[src/rtl/last_unique_pkg.sv]
// Shared constants and width helpers for the last-unique-N tracker.
// Imported by the interface, the match sub-module and the top.
package last_unique_pkg;

  localparam int unsigned DEF_WIDTH = 32'd8;
  localparam int unsigned DEF_DEPTH = 32'd4;

  // Width of a counter that must reach depth inclusive.
  function automatic int unsigned cnt_width(input int unsigned depth);
    return $clog2(depth + 32'd1);
  endfunction

  // Width of a slot index; never narrower than one bit.
  function automatic int unsigned idx_width(input int unsigned depth);
    return (depth > 32'd1) ? $clog2(depth) : 32'd1;
  endfunction

endpackage

[src/rtl/last_unique_n_if.sv]
// Data/status bundle of the last-unique-N tracker.
// The bench drives through master; the tracker sits on slave.
interface last_unique_n_if
  import last_unique_pkg::*;
#(
  parameter int WIDTH = DEF_WIDTH,
  parameter int DEPTH = DEF_DEPTH
);

  localparam int CW = cnt_width(DEPTH);
  localparam int IW = idx_width(DEPTH);

  logic                   in_valid;
  logic [WIDTH-1:0]       data_in;
  logic                   flush;
  logic [DEPTH*WIDTH-1:0] data_out;
  logic [DEPTH-1:0]       slot_valid;
  logic [CW-1:0]          count;
  logic                   hit;
  logic [IW-1:0]          hit_idx;

  modport master (
    output in_valid, data_in, flush,
    input  data_out, slot_valid, count, hit, hit_idx
  );

  modport slave (
    input  in_valid, data_in, flush,
    output data_out, slot_valid, count, hit, hit_idx
  );

endinterface

[src/rtl/lu_match.sv]
// Per-slot equality compare against the key plus lowest-index priority encoder.
// Slots whose valid bit is clear never produce a match.
module lu_match
  import last_unique_pkg::*;
#(
  parameter int WIDTH = DEF_WIDTH,
  parameter int DEPTH = DEF_DEPTH,
  localparam int IW = idx_width(DEPTH)
) (
  input  logic [DEPTH*WIDTH-1:0] slots,
  input  logic [DEPTH-1:0]       slot_valid,
  input  logic [WIDTH-1:0]       key,
  output logic                   match,
  output logic [IW-1:0]          match_idx
);

  logic [DEPTH-1:0] eq_s;

  for (genvar k = 0; k < DEPTH; k++) begin : g_cmp
    assign eq_s[k] = slot_valid[k] && (slots[k*WIDTH +: WIDTH] == key);
  end

  // Walk from the top down so the lowest matching slot wins.
  always_comb begin
    match     = |eq_s;
    match_idx = '0;
    for (int k = DEPTH - 1; k >= 0; k--) begin
      match_idx = eq_s[k] ? IW'(k) : match_idx;
    end
  end

endmodule

[src/rtl/last_unique_n.sv]
// Ordered list of the DEPTH most recently seen distinct values, newest in slot 0.
// A hit moves the value to the front; a miss pushes it in and drops the oldest.
module last_unique_n
  import last_unique_pkg::*;
#(
  parameter int WIDTH = DEF_WIDTH,
  parameter int DEPTH = DEF_DEPTH
) (
  input logic            clk,
  input logic            rst_n,
  last_unique_n_if.slave bus
);

  localparam int CW = cnt_width(DEPTH);
  localparam int IW = idx_width(DEPTH);

  logic [DEPTH*WIDTH-1:0] data_s;
  logic [DEPTH-1:0]       valid_r, valid_nxt_s;
  logic [CW-1:0]          count_r, count_nxt_s;
  logic                   hit_r, hit_nxt_s;
  logic [IW-1:0]          hit_idx_r, hit_idx_nxt_s;
  logic                   match_s;
  logic [IW-1:0]          match_idx_s;

  lu_match #(
    .WIDTH (WIDTH),
    .DEPTH (DEPTH)
  ) u_match (
    .slots      (data_s),
    .slot_valid (valid_r),
    .key        (bus.data_in),
    .match      (match_s),
    .match_idx  (match_idx_s)
  );

  // Each slot either holds, clears, or takes its upper neighbour; slots above a hit stay put.
  for (genvar k = 0; k < DEPTH; k++) begin : g_slot
    logic [WIDTH-1:0] slot_r, slot_nxt_s, shift_in_s;

    if (k == 0) begin : g_head
      assign shift_in_s = bus.data_in;
    end else begin : g_body
      assign shift_in_s = data_s[(k-1)*WIDTH +: WIDTH];
    end

    // Next value of this slot.
    always_comb begin
      slot_nxt_s = slot_r;
      if (bus.flush) begin
        slot_nxt_s = '0;
      end else if (!bus.in_valid) begin
        slot_nxt_s = slot_r;
      end else if (match_s && (int'(match_idx_s) < k)) begin
        slot_nxt_s = slot_r;
      end else begin
        slot_nxt_s = shift_in_s;
      end
    end

    // Slot storage.
    always_ff @(posedge clk or negedge rst_n) begin
      if (!rst_n) begin
        slot_r <= '0;
      end else begin
        slot_r <= slot_nxt_s;
      end
    end

    assign data_s[k*WIDTH +: WIDTH] = slot_r;
  end

  // Occupancy and hit status; a hit never changes occupancy.
  always_comb begin
    valid_nxt_s   = valid_r;
    count_nxt_s   = count_r;
    hit_nxt_s     = hit_r;
    hit_idx_nxt_s = hit_idx_r;
    if (bus.flush) begin
      valid_nxt_s   = '0;
      count_nxt_s   = '0;
      hit_nxt_s     = 1'b0;
      hit_idx_nxt_s = '0;
    end else if (bus.in_valid) begin
      if (match_s) begin
        hit_nxt_s     = 1'b1;
        hit_idx_nxt_s = match_idx_s;
      end else begin
        valid_nxt_s   = {valid_r[DEPTH-2:0], 1'b1};
        count_nxt_s   = (count_r == CW'(DEPTH)) ? count_r : (count_r + CW'(1));
        hit_nxt_s     = 1'b0;
        hit_idx_nxt_s = '0;
      end
    end else begin
      hit_nxt_s = hit_r;
    end
  end

  // Status registers.
  always_ff @(posedge clk or negedge rst_n) begin
    if (!rst_n) begin
      valid_r   <= '0;
      count_r   <= '0;
      hit_r     <= 1'b0;
      hit_idx_r <= '0;
    end else begin
      valid_r   <= valid_nxt_s;
      count_r   <= count_nxt_s;
      hit_r     <= hit_nxt_s;
      hit_idx_r <= hit_idx_nxt_s;
    end
  end

  assign bus.data_out   = data_s;
  assign bus.slot_valid = valid_r;
  assign bus.count      = count_r;
  assign bus.hit        = hit_r;
  assign bus.hit_idx    = hit_idx_r;

endmodule

[src/flat_wrapper.sv]
// flat-port wrapper written by rule: the top's interface ports become plain ports
module last_unique_n_flat import last_unique_pkg::*;
#(
  parameter int WIDTH = DEF_WIDTH,
  parameter int DEPTH = DEF_DEPTH
)
  (clk, rst_n, bus_in_valid, bus_data_in, bus_flush, bus_data_out, bus_slot_valid, bus_count, bus_hit, bus_hit_idx);
  last_unique_n_if #(.WIDTH(WIDTH), .DEPTH(DEPTH)) bus_i ();
  input logic clk;
  input logic rst_n;
  input wire logic [$bits(bus_i.in_valid)-1:0] bus_in_valid;
  input wire logic [$bits(bus_i.data_in)-1:0] bus_data_in;
  input wire logic [$bits(bus_i.flush)-1:0] bus_flush;
  output wire logic [$bits(bus_i.data_out)-1:0] bus_data_out;
  output wire logic [$bits(bus_i.slot_valid)-1:0] bus_slot_valid;
  output wire logic [$bits(bus_i.count)-1:0] bus_count;
  output wire logic [$bits(bus_i.hit)-1:0] bus_hit;
  output wire logic [$bits(bus_i.hit_idx)-1:0] bus_hit_idx;
  assign bus_i.in_valid = bus_in_valid;
  assign bus_i.data_in = bus_data_in;
  assign bus_i.flush = bus_flush;
  assign bus_data_out = bus_i.data_out;
  assign bus_slot_valid = bus_i.slot_valid;
  assign bus_count = bus_i.count;
  assign bus_hit = bus_i.hit;
  assign bus_hit_idx = bus_i.hit_idx;
  last_unique_n #(.WIDTH(WIDTH), .DEPTH(DEPTH)) u_core (.clk(clk), .rst_n(rst_n), .bus(bus_i));
endmodule
[config.mk]
export PLATFORM = sky130hd
export DESIGN_NAME = last_unique_n_flat
export DESIGN_NICKNAME = d
export VERILOG_FILES = /design/src/rtl/last_unique_pkg.sv /design/src/rtl/last_unique_n_if.sv /design/src/rtl/lu_match.sv /design/src/rtl/last_unique_n.sv /design/src/flat_wrapper.sv
export SDC_FILE = /design/constraint.sdc
export NUM_CORES = 1
export LEC_CHECK = 0
export ABC_AREA = 1
export ABC_CLOCK_PERIOD_IN_PS = 1600
export CELL_PAD_IN_SITES_DETAIL_PLACEMENT = 1
export CELL_PAD_IN_SITES_GLOBAL_PLACEMENT = 2
export CORE_AREA = 2 2 96 98
export DETAILED_ROUTE_END_ITERATION = 10
export DIE_AREA = 0 0 98 100
export GPL_ROUTABILITY_DRIVEN = 1
export GPL_TIMING_DRIVEN = 0
export HOLD_SLACK_MARGIN = 0.05
export PLACE_DENSITY = 0.84
export RECOVER_POWER = 50
export SYNTH_ARGS = -nofsm -noshare
export SYNTH_HDL_FRONTEND = slang
export SYNTH_SLANG_ARGS = --single-unit
[constraint.sdc]
create_clock -name clk -period 1.6 [get_ports clk]
set_clock_uncertainty 0.05 [all_clocks]
set_input_delay 0.32 -clock clk [delete_from_list [all_inputs] [get_ports clk]]
set_output_delay 0.32 -clock clk [all_outputs]
set_load 0.02 [all_outputs]
**After elaboration in Yosys (flattened, before gate mapping)**

Index checks and enable logic that the tools add are counted.

- Add/subtract/negate cells: 1
- Magnitude comparators: 3
- Equality and inequality tests: 10
- Multiplexer cells: 28
- Reductions and logical operators: 14

Operators by type and width:

| operator | number |
|---|---|
| $mux W8 | 11 |
| $eq A8 B8 Y1 | 4 |
| $mux W2 | 7 |
| $mux W3 | 4 |
| $mux W4 | 3 |
| $ne A2 B2 Y1 const B | 5 |
| $reduce_and A2 Y1 | 4 |
| $logic_and A1 B1 Y1 | 7 |
| $lt A2 B2 Y1 const B | 2 |
| $reduce_or A4 Y1 | 1 |
| $add A3 B1 Y3 const B | 1 |
| $eq A3 B3 Y1 const B | 1 |
| $mux W1 | 3 |
| $reduce_and A3 Y1 | 1 |
| $lt A2 B1 Y1 const B | 1 |
| $reduce_bool A2 Y1 | 1 |

- Register bits: 42
- Input port bits: 12
- Output and inout bits: 42
- Word-level logic and storage cells: 64

**Logic depth before layout (Yosys ltp)**

Gate-level depths: netlist of run 1.

- Depth in word-level cells: 11
- Depth in mapped cells: 14

**By module**

Synthesis of run 1 repeated with hierarchy kept, for this count alone.

- Cells, all modules: 356
- Area, all modules: 2487.4 um2

By module, submodules not included:

| module | times used | cells an instance | area an instance (um2) |
|---|---|---|---|
| last_unique_n | 1 | 217 | 1869.3 |
| lu_match | 1 | 139 | 618.1 |

**Worst setup path before layout of run 1**

OpenSTA, ideal clock, no wires.

- Path type: register to register
- Start: register u_core.g_slot[2].slot_r[0]
- End: register u_core.g_slot[3].slot_r[7]
- Setup time: 0.074 ns
- Arrival time: 1.446 ns
- Data required time: 1.476 ns
- Setup slack: 0.031 ns
- Stages on the path, launching flop included: 12
- Path buffers: 1
- Cells stage by stage: dfrtp_1 > inv_1 > nand2_1 > o21ai_0 > nor2_1 > nand3_1 > nor2_1 > inv_2 > nand2_4 > buf_6 > nand2_2 > a21oi_2

- Longest elaborated chain between the ends: 9

Ends and longest elaborated chain:

| what | RTL line | source |
|---|---|---|
| from (decl) | last_unique_n.sv:38 | `logic [WIDTH-1:0] slot_r, slot_nxt_s, shift_in_s;` |
| from (signal assigned) | last_unique_n.sv:65 | `slot_r <= slot_nxt_s;` |
| $eq A8 B8 Y1 (*) | lu_match.sv:20 | `assign eq_s[k] = slot_valid[k] && (slots[k*WIDTH +: WIDTH] == key);` |
| $logic_and A1 B1 Y1 (*) | lu_match.sv:20 |  |
| $mux W2 (3 in series) | lu_match.sv:28 | `match_idx = eq_s[k] ? IW'(k) : match_idx;` |
| $lt A2 B2 Y1 | last_unique_n.sv:53 | `end else if (match_s && (int'(match_idx_s) < k)) begin` |
| $logic_and A1 B1 Y1 (*) | last_unique_n.sv:53 |  |
| $ne A2 B2 Y1 (no line) (*) | -- |  |
| $reduce_and A2 Y1 (no line) (*) | -- |  |
| to (signal assigned) | last_unique_n.sv:65 |  |
| to (decl) | last_unique_n.sv:38 |  |

Every way passes the cells marked *; elsewhere a longest branch is shown, timed or not.
A chain may end at the register's enable or synchronous reset.

**Worst setup path after layout of run 1**

- Start: register u_core.g_slot[1].slot_r[1]
- End: register u_core.g_slot[3].slot_r[7]

- Longest elaborated chain between the ends: 8

Ends and longest elaborated chain:

| what | RTL line |
|---|---|
| from (decl) | last_unique_n.sv:38 |
| from (signal assigned) | last_unique_n.sv:65 |
| $eq A8 B8 Y1 (*) | lu_match.sv:20 |
| $logic_and A1 B1 Y1 (*) | lu_match.sv:20 |
| $mux W2 (2 in series) | lu_match.sv:28 |
| $lt A2 B2 Y1 | last_unique_n.sv:53 |
| $logic_and A1 B1 Y1 (*) | last_unique_n.sv:53 |
| $ne A2 B2 Y1 (no line) (*) | -- |
| $reduce_and A2 Y1 (no line) (*) | -- |

Marks and branches as above.

==> results.txt, run 1 <==
MaxCap Viol Count - 0
post-synthesis sequential area ratio - 43.9%
crit path kind - flip-flop to flip-flop
reg2reg end - u_core.g_slot[3].slot_r[7]
Arr. time, crit path - 1850 ps
crit-path max cell delay - 430 ps
status - finished with violations
RePlAce Congestion - 0.780
first-pass GRT wire length - 13.7 mm
vias in the first global route - 2585
Worst Hold End - u_core.g_slot[0].slot_r[6]
WP data required - 1720 ps
critical path's slowest cell - dfrtp_1
Reg power frac - 48.6%
Slew Limit Fails - 0
Chip Height - 100 um
net count after synthesis - 335
Worst Hold Depth - 3
Area Overhead vs Synth - 52.7%
crit path time final - 1730 ps
Reg-to-Reg Start - u_core.g_slot[1].slot_r[1]
setup violators final - 20
routed wire length - 8.95 mm
Final Non-Filler Cells - 530
ANT nets after route - 0
P_leak - 1.83 nW
unique cell type count in the Yosys netlist - 28
Worst-path clk slew - 80 ps
maximum vdd ir drop - 0.392 mV
Yosys Warn Count - 0
CP cell instances - inv_2 > nand2_1 > nand2_1 > inv_2 > nand2_2 > nor2_4 > nand3_4 > nand2_8 > nor2_8 > nand2_4 > clkbuf_16 > nand2_4 > a21oi_2
vias per inst - 4.92
1st-iter DRT viols - 94
CTS sink cnt - 42
crit start category - flip-flop
H-tree depth - 2
Initial Util - 26.9%
setup ws final - -133 ps
wire per inst - 16.9 um
CTS Root Cell - clkbuf_8
critical path endpoint category - flip-flop
antenna violations before repair - 0
period utilization - 108%
Num CTS Buffers - 5
HPWL after detailed placement - 6.21 mm
DRC viols - 0
Clk Latency, worst-skew pair - 300 ps
global route overflow - 0
failing checks - negative setup slack
hold wc startpoint - bus_data_in[6]
most frequent cells in the layout - nand2_1 (70), dlygate4sd2_1 (41), dfrtp_1 (36)
die span in x - 98 um
# fillers - 1109
clock share of power - 28.5%
Max Fclk - 0.577 GHz
switching share of power - 32.3%
Post-Place Cells - 484
worst r2r path cells - 13
worst hold path type - input port to flip-flop
FF+latch count, synth - 42
layout cells sized above 1 - 33.9%
die area - 9800 sq um
RSZ-0062 raised after global routing - yes
post-layout net count - 433
leading cell type in the layout, fill and taps excluded - nand2_1
clock buffer depth - 2
I/O Buffers - 51
worst-margin pin slew - 768 ps
final core occ - 41.1%
TritonCTS clock tree - yes
Ports - 54
Vias - 2608
Initial DRT Pass Iterations - 4
critical path peak fanout - 5
num rows - 35
Comb pwr share - 22.9%
Int Pwr - 1.59 mW
PD cells - 642 nW/um^2
Final Hold Viols - 0
Slew Limit Headroom - 48.8%
largest net degree at the start of global routing - 35
R2R setup slack - -130 ps
P_sw - 0.756 mW
gr usage total - 17.5%
synthesized instance count - 321
Std-Cell Core Area - 8890 sq um
Avg Cell Area, Syn - 7.45 sq um
mapped cell area - 2390 sq um
n_diodes - 0
==> metal layers <==
| layer | vias up | track usage, % | wire [um] |
|---|---|---|---|
| met1 | 1311 | 23.4 | 3850 |
| met3 | 12 | 2.30 | 272 |
| met2 | 51 | 30.7 | 4690 |
| li1 | 1234 | - | - |
| met5 | - | 0 | 0 |
| met4 | 0 | 3.63 | 133 |
==> worst max-delay path by stage <==
stage                                     from                    endpoint  slack [ps]  cells past startpoint
floorplan           u_core.g_slot[2].slot_r[0]  u_core.g_slot[3].slot_r[7]          30                     11
global placement                         rst_n  u_core.g_slot[0].slot_r[3]       -1090                      1
detailed placement              bus_data_in[5]  u_core.g_slot[3].slot_r[2]        -830                     12
CTS                             bus_data_in[4]  u_core.g_slot[3].slot_r[2]        -140                     11
global route        u_core.g_slot[1].slot_r[1]  u_core.g_slot[3].slot_r[7]        -210                     13
finish              u_core.g_slot[1].slot_r[1]  u_core.g_slot[3].slot_r[7]        -130                     13
==> cell families (layout without fill, tap and decap cells) <==
family	count (synthesis)	in the layout	share of synthesized area, %
compound gates	50	50	11.7
fa+ha+maj	2	2	1.05
flops	42	42	43.9
buf+inv	54	151	8.89
xor+xnor	12	12	4.39
simple gates	161	162	30.0
==> metrics by stage <==
| step | hold WS, ps | TNS, ps | area [sq um] | total power, mW | worst slack [ps] |
|---|---|---|---|---|---|
| floorplan | -25.6 | 0 | 2390 | 1.40 | 30.8 |
| global placement | 438 | -73200 | 3040 | 1.61 | -1090 |
| detailed placement | 150 | -28580 | 3060 | 1.62 | -826 |
| CTS | 347 | -872 | 3280 | 2.29 | -138 |
| global route | 378 | -6420 | 3650 | 2.46 | -210 |
| finish | 361 | -1280 | 3650 | 2.34 | -133 |
==> critical path, delay by kind of cell (launching register included) <==
| kind | cells | cell delay [ps] |
|---|---|---|
| DFF | 1 | 430 |
| buffers and inverters | 3 | 290 |
| and+or+nand+nor | 9 | 770 |
| AOI/OAI and AO/OA | 1 | 40 |
==> synthesized netlist by cell type, drive strengths merged <==
cell / n / area share [%]
xor2: 3 / 1.1
nor2: 35 / 6.4
o22ai: 14 / 3.7
nor3: 2 / 0.63
inv: 46 / 7.2
a21oi: 6 / 1.6
o21ai: 28 / 5.9
nand3: 32 / 7.1
nand4: 5 / 1.3
dfrtp: 42 / 44
buf: 3 / 0.89
nand2: 87 / 15
xnor2: 9 / 3.3
clkbuf: 4 / 0.63
ha: 2 / 1.0
clkinv: 1 / 0.16
a21boi: 2 / 0.63
==> final cells by class <==
| type | count | area [sq um] | area share [%] |
|---|---|---|---|
| flip-flops and latches | 42 | 1060 | 29.0 |
| plain buffers | 7 | 47.5 | 1.30 |
| clock inverters | 2 | 10.0 | 0.274 |
| inverters | 47 | 183 | 5.00 |
| clock buffers | 5 | 68.8 | 1.88 |
| multi-input cells | 226 | 1390 | 38.0 |
| repair buffers | 90 | 757 | 20.7 |
| well taps | 111 | 139 | 3.80 |
==> power by group through the flow <==
stage | combinational [mW] | clock [mW] | sequential (mW)
after floorplan | 0.203 | 0 | 1.20
after global placement | 0.446 | 0 | 1.16
after detailed placement | 0.457 | 0 | 1.16
after CTS | 0.467 | 0.686 | 1.14
after global routing | 0.586 | 0.730 | 1.15
final | 0.536 | 0.669 | 1.14
==> registers in the layout, summed over array words and instances, names as in the netlist <==
name,cells
u_core.g_slot.slot_r,32
u_core.bus.slot_valid,4
u_core.bus.count,3
u_core.bus.hit_idx,2
u_core.bus.hit,1
==> what timing repair did <==
action                     CTS  global route
resized for setup          101            63
gates cloned                 2             1
setup buffers               11            24
hold endpoints to repair     8             0
hold buffers                 1             0
pin swaps                   10            19
setup endpoints to repair   84            39
No activity file was read; power rests on OpenSTA's default activity.
==> inputs of run 2 (changes only) <==
--- a/config.mk
+++ b/config.mk
@@ -15,7 +15,7 @@
 export GPL_ROUTABILITY_DRIVEN = 1
 export GPL_TIMING_DRIVEN = 0
 export HOLD_SLACK_MARGIN = 0.05
-export PLACE_DENSITY = 0.84
+export PLACE_DENSITY = 0.86
 export RECOVER_POWER = 50
 export SYNTH_ARGS = -nofsm -noshare
 export SYNTH_HDL_FRONTEND = slang
==> run 2 against run 1 <==
Compared with the run above:
- die area stayed put
- flip-flop and latch count is the same
- non-clock buffer count grew 2
- the run still ends with negative setup slack left
- first-iteration DRC count is 20% higher
- final area rose by 0.82%
- sequential share of layout area shrank 0.34 points
- sequential power is essentially flat
- cell count rose by 0.57%
- hold slack improved by 4.2 ps
- register-to-register slack got worse by 60 ps
==> results.txt, run 2 (synthesized netlist as in run 1, its figures left out) <==
HPWL after detailed placement - 6.30 mm (+1.4%)
crit path time final - 1790 ps (+59.6 ps)
PD cells - 659 nW/um^2 (+2.7%)
Initial Util - 26.9% (unchanged)
Fin Hold WS - 365 ps (+4.25 ps)
first-pass GRT wire length - 14.4 mm (+5.8%)
global route overflow - 0 (unchanged)
maximum vdd ir drop - 0.327 mV (-17%)
crit path kind - flip-flop to flip-flop
ANT nets after route - 0 (unchanged)
most frequent cells in the layout - nand2_1 (70), dlygate4sd2_1 (42), dfrtp_1 (39)
Std-Cell Core Area - 8890 sq um (unchanged)
vias per inst - 4.89 (-0.56%)
1st-iter DRT viols - 113 (+20%)
leading cell type in the layout, fill and taps excluded - nand2_1
CTS sink cnt - 42 (unchanged)
uppermost layer routed - met4
setup ws final - -192 ps (-59.6 ps)
n_diodes - 0 (unchanged)
RSZ-0062 raised after global routing - yes
DRC viols - 0 (unchanged)
RePlAce Congestion - 0.792 (+1.6%)
Vias - 2608 (unchanged)
Clk Latency, worst-skew pair - 300 ps (about the same)
period utilization - 112% (+3.7 points)
post-layout net count - 435 (+0.46%)
wire per inst - 17.6 um (+4.2%)
Worst-path clk slew - 90 ps (about the same)
Area Overhead vs Synth - 54.0%
Num CTS Buffers - 5 (unchanged)
Arr. time, crit path - 1960 ps (+110 ps)
worst hold path type - input port to flip-flop
I/O Buffers - 51 (unchanged)
worst-margin pin slew - 888 ps (+120 ps)
largest net degree at the start of global routing - 30 (-14%)
CTS Root Cell - clkbuf_8
Slew Limit Fails - 0 (unchanged)
crit start category - flip-flop
critical path endpoint category - flip-flop
Chip Height - 100 um (unchanged)
metal1 wirelength - 4.02 mm (+4.5%)
P_leak - 1.85 nW (+1.1%)
Max Fclk - 0.558 GHz (-3.3%)
layout cells sized above 1 - 32.9% (-0.95 points)
Initial DRT Pass Iterations - 4 (unchanged)
number of flip-flops in the largest register - 32 (unchanged)
antenna violations before repair - 0 (unchanged)
Ports - 54 (unchanged)
setup tns final - -3390 ps (-2110 ps)
wire length on met3 - 244 um (-10%)
Final Non-Filler Cells - 533 (+0.57%)
gr usage total - 18.9% (+1.4 points)
die span in x - 98 um (unchanged)
Final Hold Viols - 0 (unchanged)
status - finished with violations
MaxCap Viol Count - 0 (unchanged)
Post-Place Cells - 484 (unchanged)
clock buffer depth - 2 (unchanged)
TritonCTS clock tree - yes
WP data required - 1770 ps (+50 ps)
Slew Limit Headroom - 40.8% (-8.0 points)
critical path peak fanout - 5 (unchanged)
H-tree depth - 2 (unchanged)
routed wire length - 9.37 mm (+4.7%)
die area - 9800 sq um (unchanged)
routed wl met2 - 4.96 mm (+5.8%)
Largest Register - u_core.g_slot.slot_r
setup violators final - 27 (+35%)
vias in the first global route - 2676 (+3.5%)
Pwr Total - 2.43 mW (+3.6%)
failing checks - negative setup slack
num rows - 35 (unchanged)
run 2: changes by cell type in the layout (fill, tap and decap cells not counted), moves of 3 or more:
| cell | previous run | this run |
|---|---|---|
| buf_6 | 4 | 8 |
| dfrtp_2 | 6 | 3 |
| nor2_1 | 25 | 22 |
| dfrtp_1 | 36 | 39 |
| buf_4 | 34 | 31 |
| nor2_2 | 3 | 6 |
| o21ai_1 | 17 | 20 |
run 2: routing by layer:
metal | up-vias | global-route usage, %
met5 | - | 0
met4 | 0 | 4.81
met3 | 11 | 2.37
met2 | 38 | 34.8
met1 | 1321 | 23.5
li1 | 1238 | -
run 2: cell type report:
class,count,area (sq um)
Tap cell,111,139
Fill cell,1100,5210
Inverter,47,185
Multi-Input combinational cell,226,1370
Clock buffer,7,86.3
Buffer,7,47.5
Clock inverter,1,5.00
Timing Repair Buffer,92,797
Sequential cell,42,1050
run 2: where the power goes:
part	total (mW)	internal, mW	switching [mW]
logic	0.555	0.209	0.346
registers	1.14	1.10	0.0417
clock network	0.735	0.349	0.386
total	2.43	1.66	0.773
run 2: critical path, cell delays in order (launching register included):
cell     delay, ps
dfrtp_1        440
inv_1          100
nand2_1         90
o21ai_2        110
nor2_4          60
nand3_4        100
nand2_4         90
buf_6          130
nor2_4         180
buf_6          150
nand3_2         60
o21ai_1        140
run 2: repair_timing:
action / in CTS / in global routing
hold endpoints to repair: 13 / 0
pin swaps: 4 / 14
gates cloned: 3 / 0
buffers inserted: 19 / 18
gates resized for setup: 128 / 40
setup endpoints to repair: 84 / 36
hold buffers: 1 / 0
run 2: final timing paths:
| check | slack (ps) | to | depth (start not counted) | startpoint |
|---|---|---|---|---|
| worst max-delay path | -190 | u_core.g_slot[2].slot_r[5] | 11 | u_core.g_slot[1].slot_r[7] |
| worst min-delay path | 360 | u_core.g_slot[0].slot_r[1] | 3 | bus_data_in[1] |
| worst max register to register | -190 | u_core.g_slot[2].slot_r[5] | 11 | u_core.g_slot[1].slot_r[7] |
| worst min register to register | 480 | u_core.bus.hit_idx[1] | 2 | u_core.bus.hit_idx[1] |
| max in group asynchronous | 40 | u_core.g_slot[2].slot_r[0] | 3 | rst_n |
| min in group asynchronous | 600 | u_core.g_slot[3].slot_r[6] | 2 | rst_n |
run 2: per-stage QoR:
stage                     worst slack (ps)  area, sq um  util (%)
after floorplan                       30.8         2390         -
after global placement               -1100         3040      34.2
after detailed placement              -873         3060      34.4
after CTS                             -105         3480      39.1
after global routing                  -241         3680      41.4
final                                 -192         3680      41.4
==> inputs of run 3 (changes only) <==
==> constraint.sdc (replaced) <==
create_clock -name clk -period 1.6 [get_ports clk]
set_clock_uncertainty 0.05 [all_clocks]
set_input_delay 0.32 -clock clk [delete_from_list [all_inputs] [get_ports clk]]
set_output_delay 0.32 -clock clk [all_outputs]
set_load 0.01 [all_outputs]
==> run 3 against run 2 <==
Compared with the run above:
- the flow still finishes with violations (negative setup slack)
- sequential power hardly changed
- core utilization is 0.51 points lower
- clock power is 0.5% lower
- flip-flop and latch count stayed put
- routed wire length is 7.3% lower
- power is 2.4% lower
- die area stayed put
- setup slack better by 120 ps
- sequential share of layout area is 0.35 points higher
- via count is 1.5% lower
- global-route usage is 1.6 points lower
- largest cell class unchanged
==> results.txt, run 3 (synthesized netlist as in run 1, its figures left out) <==
TritonCTS clock tree - yes
global route overflow - 0 (unchanged)
Area Overhead vs Synth - 52.1%
first-pass GRT wire length - 13.3 mm (-7.6%)
Clk Latency, worst-skew pair - 300 ps (about the same)
Ports - 54 (unchanged)
P_leak - 1.94 nW (+5.2%)
vias in the first global route - 2535 (-5.3%)
worst hold path type - input port to flip-flop
crit-path max cell delay - 400 ps (-40 ps)
crit start category - flip-flop
Std-Cell Core Area - 8890 sq um (unchanged)
CP cell instances - inv_1 > nand2_1 > o21ai_1 > nor2_2 > nand3_2 > nand2_4 > nor2_8 > nand2_4 > buf_8 > nand3_1 > o21ai_1
critical path endpoint category - flip-flop
CP Buf/Inv Count - 2 (-1)
PD cells - 652 nW/um^2 (-1.2%)
ANT nets after route - 0 (unchanged)
RSZ-0062 raised after global routing - yes
Max Fclk - 0.596 GHz (+6.9%)
period utilization - 105% (-7.2 points)
Slew Limit Headroom - 37.8% (-3.0 points)
largest net degree at the start of global routing - 30 (unchanged)
crit path time final - 1680 ps (-115 ps)
MaxCap Viol Count - 0 (unchanged)
dpl cell area - 3060 sq um (unchanged)
H-tree depth - 2 (unchanged)
clock buffer depth - 2 (unchanged)
maximum vdd ir drop - 0.324 mV (-0.82%)
Largest Register - u_core.g_slot.slot_r
CTS sink cnt - 42 (unchanged)
leading cell type in the layout, fill and taps excluded - nand2_1
num rows - 35 (unchanged)
fin area - 3640 sq um (-1.2%)
I/O Buffers - 51 (unchanged)
n_diodes - 0 (unchanged)
WP data required - 1730 ps (-40 ps)
1st-iter DRT viols - 75 (-34%)
Slew Limit Fails - 0 (unchanged)
critical path peak fanout - 8 (+3)
die area - 9800 sq um (unchanged)
worst-margin pin slew - 932 ps (+44.3 ps)
post-layout net count - 437 (+0.46%)
wire per inst - 16.2 um (-7.6%)
Initial Util - 26.9% (unchanged)
Vias - 2569 (-1.5%)
Chip Height - 100 um (unchanged)
die span in x - 98 um (unchanged)
DRC viols - 0 (unchanged)
antenna violations before repair - 0 (unchanged)
setup violators final - 22 (-19%)
RePlAce Congestion - 0.792 (unchanged)
CTS Root Cell - clkbuf_8
crit path kind - flip-flop to flip-flop
pre-CTS setup slack - -873 ps (unchanged)
setup ws final - -77.2 ps (+115 ps)
crit-path leading delay family - simple AND/OR/NAND/NOR gates
Num CTS Buffers - 5 (unchanged)
critical path's slowest cell - dfrtp_1
vias per inst - 4.80 (-1.9%)
Final Hold Viols - 0 (unchanged)
failing checks - negative setup slack
number of flip-flops in the largest register - 32 (unchanged)
HPWL after detailed placement - 6.30 mm (unchanged)
Arr. time, crit path - 1810 ps (-150 ps)
# fillers - 1123 (+2.1%)
Worst-path clk slew - 80 ps (about the same)
Initial DRT Pass Iterations - 4 (unchanged)
layout cells sized above 1 - 29.7% (-3.2 points)
gr usage total - 17.3% (-1.6 points)
most frequent cells in the layout - nand2_1 (71), buf_4 (39), dfrtp_1 (39)
routed wire length - 8.69 mm (-7.3%)
status - finished with violations
[run 3: cell types whose count changed in the layout (fill, tap and decap cells not counted), sizes merged]
cell	previous run	this run
nor2	36	35
buf	43	45
clkdlybuf4s50	1	2
dlymetal6s2s	0	8
clkdlybuf4s25	0	1
dlygate4sd2	42	33
[run 3: cell type report]
cell class / instances / area (sq um) / share of cell area (%)
plain buffers: 7 / 43.8 / 1.20
clock buffers: 7 / 86.3 / 2.37
clock inverters: 1 / 5.00 / 0.138
inverters: 47 / 183 / 5.02
multi-input cells: 225 / 1290 / 35.4
flip-flops and latches: 42 / 1050 / 29.0
well taps: 111 / 139 / 3.82
repair buffers: 95 / 841 / 23.1
[run 3: worst paths after layout]
check	to	cells after the start	slack (ps)	startpoint
setup / recovery	u_core.g_slot[3].slot_r[3]	11	-80	u_core.g_slot[0].slot_r[5]
hold / removal	u_core.g_slot[0].slot_r[1]	3	360	bus_data_in[1]
setup reg to reg	u_core.g_slot[3].slot_r[3]	11	-80	u_core.g_slot[0].slot_r[5]
hold reg to reg	u_core.bus.hit_idx[1]	2	480	u_core.bus.hit_idx[1]
max in group asynchronous	u_core.g_slot[2].slot_r[0]	3	130	rst_n
min in group asynchronous	u_core.g_slot[3].slot_r[6]	2	620	rst_n
[run 3: stage by stage]
stage                     setup TNS [ps]  util [%]  cells  hold WS, ps  total power, mW
after CTS                          -1120      37.3    513          363             2.33
after detailed placement          -29230      34.4    484          209             1.59
after global routing               -4200      40.9    535          380             2.49
after global placement            -73470      34.2    483          439             1.58
final                               -717      40.9    535          364             2.37
after floorplan                        0         -    321        -25.6             1.37
[run 3: repair_timing]
item                                    4_1_cts  5_1_grt
resized for setup                            72       58
buffers inserted                             20       21
pin swaps                                     2       14
gates cloned                                  0        1
hold buffers                                  1        0
endpoints found under the setup margin       80       45
hold endpoints to repair                     13        0
[run 3: metal layers]
| metal | track usage, % | up-vias | wire, um |
|---|---|---|---|
| met3 | 2.37 | 9 | 254 |
| met4 | 4.70 | 0 | 118 |
| met1 | 22.0 | 1279 | 3820 |
| met2 | 30.9 | 42 | 4490 |
| li1 | - | 1239 | - |
| met5 | 0 | - | 0 |
[run 3: power breakdown]
group          switching [mW]  total (mW)  internal (mW)
combinational           0.301       0.508          0.207
sequential             0.0340        1.13           1.10
clock                   0.382       0.731          0.349
[run 3: worst min-delay path, delay by kind of cell]
family	cells	cell delay (ps)
buffers and inverters	2	260
AO/OA/AOI/OAI	1	90
